`config.mk`:
```
export PLATFORM = sky130hd
export DESIGN_NAME = sweep_controller_flat
export DESIGN_NICKNAME = d
export VERILOG_FILES = /design/src/rtl/sweep_pkg.sv /design/src/rtl/sweep_controller_if.sv /design/src/rtl/dwell_timer.sv /design/src/rtl/sweep_controller.sv /design/src/flat_wrapper.sv
export SDC_FILE = /design/constraint.sdc
export NUM_CORES = 1
export LEC_CHECK = 0
export BUFFER_PORTS_ARGS = -buffer_cell sky130_fd_sc_hd__buf_2
export CAP_MARGIN = 20
export CORE_ASPECT_RATIO = 1.75
export CORE_UTILIZATION = 40
export CTS_CLUSTER_SIZE = 20
export DETAILED_ROUTE_END_ITERATION = 7
export GPL_ROUTABILITY_DRIVEN = 0
export GPL_TIMING_DRIVEN = 0
export HOLD_SLACK_MARGIN = 0.06
export PLACE_DENSITY_LB_ADDON = 0.3
export SLEW_MARGIN = 20
export SYNTH_ARGS = -nofsm -noshare
export SYNTH_HDL_FRONTEND = slang
export SYNTH_HIERARCHICAL = 1
export SYNTH_SLANG_ARGS = --single-unit
export TNS_END_PERCENT = 30
```
`constraint.sdc`:
```
create_clock -name i_main_clk -period 3.95 [get_ports i_main_clk]
set_input_delay 0.79 -clock i_main_clk [delete_from_list [all_inputs] [get_ports i_main_clk]]
set_output_delay 0.79 -clock i_main_clk [all_outputs]
set_load 0.005 [all_outputs]
```
`src/rtl/sweep_pkg.sv`:
```
// Shared types and default widths for the DDS frequency-sweep controller.
package sweep_pkg;

    localparam int unsigned StepWidthDefault  = 48;
    localparam int unsigned CountWidthDefault = 16;
    localparam int unsigned DwellWidthDefault = 32;

    typedef enum logic [1:0] {
        StIdle   = 2'd0,
        StLoad   = 2'd1,
        StDwell  = 2'd2,
        StFinish = 2'd3
    } sweep_state_e;

endpackage

```
`src/rtl/sweep_controller_if.sv`:
```
// Control, configuration and AWG-facing signals of the sweep controller.
interface sweep_controller_if
    import sweep_pkg::*;
#(
    parameter int unsigned STEP_WIDTH  = StepWidthDefault,
    parameter int unsigned COUNT_WIDTH = CountWidthDefault,
    parameter int unsigned DWELL_WIDTH = DwellWidthDefault
) ();

    logic                   i_start;
    logic                   i_stop;
    logic                   i_repeat;
    logic [STEP_WIDTH-1:0]  i_start_step;
    logic [STEP_WIDTH-1:0]  i_step_increment;
    logic [COUNT_WIDTH-1:0] i_point_count;
    logic [DWELL_WIDTH-1:0] i_dwell_cycles;
    logic [STEP_WIDTH-1:0]  o_positive_signal_step;
    logic [STEP_WIDTH-1:0]  o_negative_signal_step;
    logic                   o_load_step_registers;
    logic                   o_busy;
    logic                   o_done;

    modport master (
        output i_start, i_stop, i_repeat, i_start_step, i_step_increment,
               i_point_count, i_dwell_cycles,
        input  o_positive_signal_step, o_negative_signal_step,
               o_load_step_registers, o_busy, o_done
    );

    modport slave (
        input  i_start, i_stop, i_repeat, i_start_step, i_step_increment,
               i_point_count, i_dwell_cycles,
        output o_positive_signal_step, o_negative_signal_step,
               o_load_step_registers, o_busy, o_done
    );

endinterface

```
`src/rtl/dwell_timer.sv`:
```
// Down-counter that times how long the sweep stays on one point.
module dwell_timer #(
    parameter int unsigned WIDTH = 32
) (
    input  logic             i_main_clk,
    input  logic             i_reset_n,
    input  logic             i_load,
    input  logic [WIDTH-1:0] i_load_value,
    input  logic             i_count_en,
    output logic             o_expire
);

    logic [WIDTH-1:0] r_count;

    always_ff @(posedge i_main_clk or negedge i_reset_n) begin
        if (!i_reset_n) begin
            r_count <= '0;
        end else if (i_load) begin
            r_count <= i_load_value;
        end else if (i_count_en && (r_count != '0)) begin
            r_count <= r_count - WIDTH'(1);
        end
    end

    // Expires on the last dwell cycle so the FSM leaves DWELL on the same edge.
    assign o_expire = i_count_en && (r_count <= WIDTH'(1));

endmodule

```
`src/rtl/sweep_controller.sv`:
```
// Steps a DDS phase-step word through a linear sweep, strobing the AWG on each point.
module sweep_controller
    import sweep_pkg::*;
#(
    parameter int unsigned STEP_WIDTH  = StepWidthDefault,
    parameter int unsigned COUNT_WIDTH = CountWidthDefault,
    parameter int unsigned DWELL_WIDTH = DwellWidthDefault
) (
    input  logic              i_main_clk,
    input  logic              i_reset_n,
    sweep_controller_if.slave bus
);

    sweep_state_e           r_state;
    sweep_state_e           w_next_state;
    logic [STEP_WIDTH-1:0]  r_step;
    logic [STEP_WIDTH-1:0]  r_start_step;
    logic [STEP_WIDTH-1:0]  r_step_incr;
    logic [COUNT_WIDTH-1:0] r_count;
    logic [COUNT_WIDTH-1:0] r_index;
    logic [DWELL_WIDTH-1:0] r_dwell;
    logic                   r_repeat;
    logic                   r_load;
    logic                   r_busy;
    logic                   r_done;
    logic                   w_expire;
    logic                   w_last;
    logic                   w_accept;
    logic                   w_advance;
    logic [DWELL_WIDTH-1:0] w_dwell_load;

    assign w_last       = (r_index == r_count - COUNT_WIDTH'(1));
    assign w_accept     = (r_state == StIdle) && bus.i_start && !bus.i_stop &&
                          (bus.i_point_count != '0);
    assign w_advance    = (r_state == StDwell) && w_expire && !bus.i_stop;
    assign w_dwell_load = (r_dwell == '0) ? DWELL_WIDTH'(1) : r_dwell;

    dwell_timer #(
        .WIDTH(DWELL_WIDTH)
    ) u_dwell_timer (
        .i_main_clk  (i_main_clk),
        .i_reset_n   (i_reset_n),
        .i_load      (r_state == StLoad),
        .i_load_value(w_dwell_load),
        .i_count_en  (r_state == StDwell),
        .o_expire    (w_expire)
    );

    always_ff @(posedge i_main_clk or negedge i_reset_n) begin
        if (!i_reset_n) begin
            r_state <= StIdle;
        end else begin
            r_state <= w_next_state;
        end
    end

    always_comb begin
        w_next_state = r_state;
        case (r_state)
            StIdle: begin
                if (bus.i_start && !bus.i_stop) begin
                    w_next_state = (bus.i_point_count != '0) ? StLoad : StFinish;
                end
            end
            StLoad:   w_next_state = StDwell;
            StDwell: begin
                if (w_expire) begin
                    w_next_state = (!w_last || r_repeat) ? StLoad : StFinish;
                end
            end
            StFinish: w_next_state = StIdle;
            default:  w_next_state = StIdle;
        endcase
        if ((r_state != StIdle) && bus.i_stop) begin
            w_next_state = StIdle;
        end
    end

    // Flags are decoded from the next state so they line up with the state they describe.
    always_ff @(posedge i_main_clk or negedge i_reset_n) begin
        if (!i_reset_n) begin
            r_load       <= 1'b0;
            r_busy       <= 1'b0;
            r_done       <= 1'b0;
            r_step       <= '0;
            r_start_step <= '0;
            r_step_incr  <= '0;
            r_count      <= '0;
            r_index      <= '0;
            r_dwell      <= '0;
            r_repeat     <= 1'b0;
        end else begin
            r_load <= (w_next_state == StLoad);
            r_busy <= (w_next_state != StIdle);
            r_done <= (w_next_state == StFinish);
            if (w_accept) begin
                r_start_step <= bus.i_start_step;
                r_step_incr  <= bus.i_step_increment;
                r_count      <= bus.i_point_count;
                r_dwell      <= bus.i_dwell_cycles;
                r_repeat     <= bus.i_repeat;
                r_index      <= '0;
                r_step       <= bus.i_start_step;
            end else if (w_advance) begin
                if (!w_last) begin
                    r_step  <= r_step + r_step_incr;
                    r_index <= r_index + COUNT_WIDTH'(1);
                end else if (r_repeat) begin
                    r_step  <= r_start_step;
                    r_index <= '0;
                end
            end
        end
    end

    assign bus.o_positive_signal_step = r_step;
    assign bus.o_negative_signal_step = r_step;
    assign bus.o_load_step_registers  = r_load;
    assign bus.o_busy                 = r_busy;
    assign bus.o_done                 = r_done;

endmodule

```
`src/flat_wrapper.sv`:
```
// flat-port wrapper written by rule: the top's interface ports become plain ports
module sweep_controller_flat import sweep_pkg::*;
#(
    parameter int unsigned STEP_WIDTH  = StepWidthDefault,
    parameter int unsigned COUNT_WIDTH = CountWidthDefault,
    parameter int unsigned DWELL_WIDTH = DwellWidthDefault
)
  (i_main_clk, i_reset_n, bus_i_start, bus_i_stop, bus_i_repeat, bus_i_start_step, bus_i_step_increment, bus_i_point_count, bus_i_dwell_cycles, bus_o_positive_signal_step, bus_o_negative_signal_step, bus_o_load_step_registers, bus_o_busy, bus_o_done);
  sweep_controller_if #(.STEP_WIDTH(STEP_WIDTH), .COUNT_WIDTH(COUNT_WIDTH), .DWELL_WIDTH(DWELL_WIDTH)) bus_i ();
  input  logic i_main_clk;
  input  logic i_reset_n;
  input wire logic [$bits(bus_i.i_start)-1:0] bus_i_start;
  input wire logic [$bits(bus_i.i_stop)-1:0] bus_i_stop;
  input wire logic [$bits(bus_i.i_repeat)-1:0] bus_i_repeat;
  input wire logic [$bits(bus_i.i_start_step)-1:0] bus_i_start_step;
  input wire logic [$bits(bus_i.i_step_increment)-1:0] bus_i_step_increment;
  input wire logic [$bits(bus_i.i_point_count)-1:0] bus_i_point_count;
  input wire logic [$bits(bus_i.i_dwell_cycles)-1:0] bus_i_dwell_cycles;
  output wire logic [$bits(bus_i.o_positive_signal_step)-1:0] bus_o_positive_signal_step;
  output wire logic [$bits(bus_i.o_negative_signal_step)-1:0] bus_o_negative_signal_step;
  output wire logic [$bits(bus_i.o_load_step_registers)-1:0] bus_o_load_step_registers;
  output wire logic [$bits(bus_i.o_busy)-1:0] bus_o_busy;
  output wire logic [$bits(bus_i.o_done)-1:0] bus_o_done;
  assign bus_i.i_start = bus_i_start;
  assign bus_i.i_stop = bus_i_stop;
  assign bus_i.i_repeat = bus_i_repeat;
  assign bus_i.i_start_step = bus_i_start_step;
  assign bus_i.i_step_increment = bus_i_step_increment;
  assign bus_i.i_point_count = bus_i_point_count;
  assign bus_i.i_dwell_cycles = bus_i_dwell_cycles;
  assign bus_o_positive_signal_step = bus_i.o_positive_signal_step;
  assign bus_o_negative_signal_step = bus_i.o_negative_signal_step;
  assign bus_o_load_step_registers = bus_i.o_load_step_registers;
  assign bus_o_busy = bus_i.o_busy;
  assign bus_o_done = bus_i.o_done;
  sweep_controller #(.STEP_WIDTH(STEP_WIDTH), .COUNT_WIDTH(COUNT_WIDTH), .DWELL_WIDTH(DWELL_WIDTH)) u_core (.i_main_clk(i_main_clk), .i_reset_n(i_reset_n), .bus(bus_i));
endmodule
```
==> metrics.md <==
| Metric | Value |
|---|---|
| Status | `complete, no violations` |
| Via count | `between 10000 and 15000` |
| H-tree levels | `1` |
| Gr usage total | `0.251` |
| Total CTS buffers | `26` |
| Vias per cell | `approximately 5.5` |
| Fin. Hold Viols | `0` |
| RSZ-0062 raised after global routing | `no` |
| Wire per inst | `roughly 19 µm` |
| Placed wire-length estimate | `about 36000 µm` |
| Slowest stage delay, CP | `about 0.47 ns` |
| Max clock buf depth | `3` |
| Clk root buf | `clkbuf_16` |
| Slowest-stage cell, CP | `dfrtp_1` |
| Met3 usage | `0.0301` |
| Worst setup EP type | `flip-flop` |
| Post-CTS Setup Inserts | `0` |
| Global route overflow | `0` |
| Leakage | `0.00845 µW` |
| Skew-Pair Late Insertion Delay | `~0.56 ns` |
| Share of cells above drive strength 1 | `0.189` |
| Max cap viols | `0` |
| Final period utilization | `0.945` |
| Cell count after synthesis | `roughly 1800` |
| Distinct cells, synth | `~80` |
| Reg2Reg Capture Point | `u_core/bus.o_negative_signal_step[45]` |
| Die H | `between 200 and 300 µm` |
| Core Area | `36000 µm²` |
| I/O Pins | `roughly 250` |
| Critical Path AT | `between 4 and 5 ns` |
| Synth Flop Type | `dfrtp_1` |
| Row cnt | `between 90 and 100` |
| VDD IR max | `approximately 0.46 mV` |
| Worst hold path type | `in2async` |
| WL final | `~47000 µm` |
| Synth warn | `6` |
| Critical path fanouts, max | `8` |
| Tightest Pin Transition | `between 0.9 and 1 ns` |
| Register area share after synthesis | `0.422` |
| Area of the die | `roughly 37000 µm²` |
| Worst reg-to-reg setup slack | `roughly 0.22 ns` |
| Met2 usage | `0.481` |
| Core Util, Final | `0.483` |
| CTS tree | `built` |
| Slew headroom | `0.335` |
| Area delta synth->final | `19.2%` |
| Minimum clock period | `around 3.7 ns` |
| Number of synthesized flops with an enable pin | `0` |
| Post-cts hold buffer count | `0` |
| NumNets Final | `about 2200` |
| Final setup viols | `0` |
| Crit path cell chain | `ha_1, clkbuf_1, nand4_1, nor3_1, a2111oi_2, nor4b_4, o211ai_1, o21ai_2, a21boi_0, xnor2_1, a211oi_1, o21ai_1` |
| DRC | `0` |
| Initial antenna violation count | `2` |
| Fillcell total | `approximately 3500` |
| #FFs+latches synth | `around 250` |
| M1 GR Usage | `0.260` |
| Final instance area | `between 15000 and 20000 µm²` |
| Clk_skew | `approximately 0.025 ns` |
| Initial Utilization | `0.405` |
| Gr busiest metal | `met2` |
| Clk sink count | `about 250` |
| Largest net degree at the start of global routing | `89` |
| # port buffers | `~250` |
| WS Path Type | `reg2reg` |
| Global-route wire length before repair | `roughly 73000 µm` |
| Post-Synthesis Cell Area | `roughly 15000 µm²` |
| Ys async rst share | `1.00` |
| Register area | `just over 6000 µm²` |
| Final ANT Viol Nets | `0` |
| Clock Pin Slew Worst Setup and Hold Paths | `0.06 ns` |
| Drt initial violations | `786` |
| CP delay by family, top | `compound AO/OA/AOI/OAI gates` |
| Reg2reg start | `u_core/bus.o_negative_signal_step[11]` |
| Pwr dens | `approximately 650 nW/µm²` |
| Final Max Tran Viols | `0` |
| Placed cell areas | `around 16000 µm²` |
| Worst path required time | `approximately 4.4 ns` |
| DIE WIDTH | `~150 µm` |
| Multi-input gate area | `around 7500 µm²` |
| Synthesized Nets | `a little under 2000` |
| Worst R2R Path Depth | `12` |
| Avg Cell Area, Syn | `between 8 and 9 µm²` |
| Crit start category | `flip-flop` |
| CP bufs+invs | `1` |
| 1st-pass router iterations | `6` |
| Fmax | `268 MHz` |
| Vias in the first global route | `approximately 14000` |
[cell type report]
type,instances,area share
Multi-Input combinational cell,1337,0.432
Sequential cell,246,0.354
Timing Repair Buffer,249,0.0748
Buffer,163,0.0499
Clock buffer,40,0.0445
Tap cell,470,0.0338
Clock inverter,6,0.00618
Inverter,24,0.00518
Antenna cell,2,0.000288
[registers in the layout (all words and copies together) (netlist names), 2 cells and up]
| signal | flops |
|---|---|
| u_core/u_dwell_timer/r_count | 32 |
| u_core/r_index | 16 |
| u_core/r_state | 2 |
| u_core/r_step_incr | 48 |
| u_core/r_count | 16 |
| u_core/bus.o_negative_signal_step | 48 |
| u_core/r_start_step | 48 |
| u_core/r_dwell | 32 |
[placed cells by master, fill, tap and decap left out, drive strengths merged, types with 33 or more instances in the layout]
master	count
xnor2	33
xor2	33
ha	51
nand2	545
dfrtp	246
nor2	77
clkbuf	131
a21oi	86
buf	320
o21ai	128
[cells by family (layout without fill, tap and decap cells)]
family,count (synthesis),after routing,synth area share
mux,7,7,0.00480
other cells,0,2,0
compound gates,393,393,0.171
fa+ha+maj,52,52,0.0451
buf+inv,187,482,0.0656
simple gates,819,819,0.253
flops,246,246,0.422
xor+xnor,66,66,0.0396
[how the worst max path moves through the flow]
stage                                           from                                    end  slack, ns  cells after the start
6_report       u_core/bus.o_negative_signal_step[11]  u_core/bus.o_negative_signal_step[45]       0.22                     12
4_1_cts        u_core/bus.o_negative_signal_step[11]  u_core/bus.o_negative_signal_step[45]       0.05                     12
3_5_place_dp   u_core/bus.o_negative_signal_step[11]  u_core/bus.o_negative_signal_step[45]      -0.55                     12
2_1_floorplan  u_core/bus.o_negative_signal_step[11]  u_core/bus.o_negative_signal_step[45]       0.88                     12
5_1_grt        u_core/bus.o_negative_signal_step[10]  u_core/bus.o_negative_signal_step[45]       0.06                     12
3_3_place_gp                               i_reset_n                 u_core/r_step_incr[14]      -2.38                      1
[cells in the mapped netlist (8+ instances only)]
master    instances  area share
a211oi_1         11      0.0057
a21o_1           24       0.012
a21oi_1          86       0.029
a22o_1           11      0.0066
a22oi_1          19      0.0098
a31oi_1          16      0.0069
and3_1           17      0.0073
buf_2             9      0.0031
buf_4            57       0.029
clkbuf_1         90       0.023
dfrtp_1         246        0.42
ha_1             51       0.044
inv_1            23      0.0059
nand2_1         544        0.14
nand2b_1          8      0.0034
nand3_1          31       0.011
nand4_1          22      0.0094
nor2_1           77       0.020
nor2b_1          11      0.0047
nor3_1           16      0.0055
nor4_1           19      0.0081
o211ai_1         24       0.012
o21ai_0          67       0.023
o21ai_1          58       0.020
o31ai_1          15      0.0077
or3_1             8      0.0034
or4_1            20       0.010
xnor2_1          33       0.020
xor2_1           33       0.020
[through the flow]
stage,worst slack (ns),setup TNS [ns],cells,total power [µW],hold WS (ns)
6_report,0.218,0,2537,11200,0.236
5_1_grt,0.0589,0,2535,12000,0.292
4_1_cts,0.0507,0,2535,11300,0.257
3_5_place_dp,-0.555,-1.05,2489,8620,0.461
3_3_place_gp,-2.38,-575.67,2487,8510,0.455
2_1_floorplan,0.876,0,1770,7070,0.439
[per-layer routing]
metal,wire (µm),vias up,part of all wire
met2,25400,456,0.54
li1,-,6619,-
met1,16700,6675,0.35
met4,2760,2,0.058
met3,2270,138,0.048
met5,13,-,0.00028
[repair_timing]
action,CTS,global route
resized for setup,2,5
pin swaps,0,1
setup endpoints to repair,3,1
[where the power goes]
part / leakage (µW) / internal, µW / switching (µW)
Clock: 0.000429 / 1540 / 1030
Combinational: 0.00497 / 2180 / 2650
Sequential: 0.00305 / 3120 / 727
Total: 0.00845 / 6850 / 4400
Note: power is estimated with default switching activity, not from simulation.
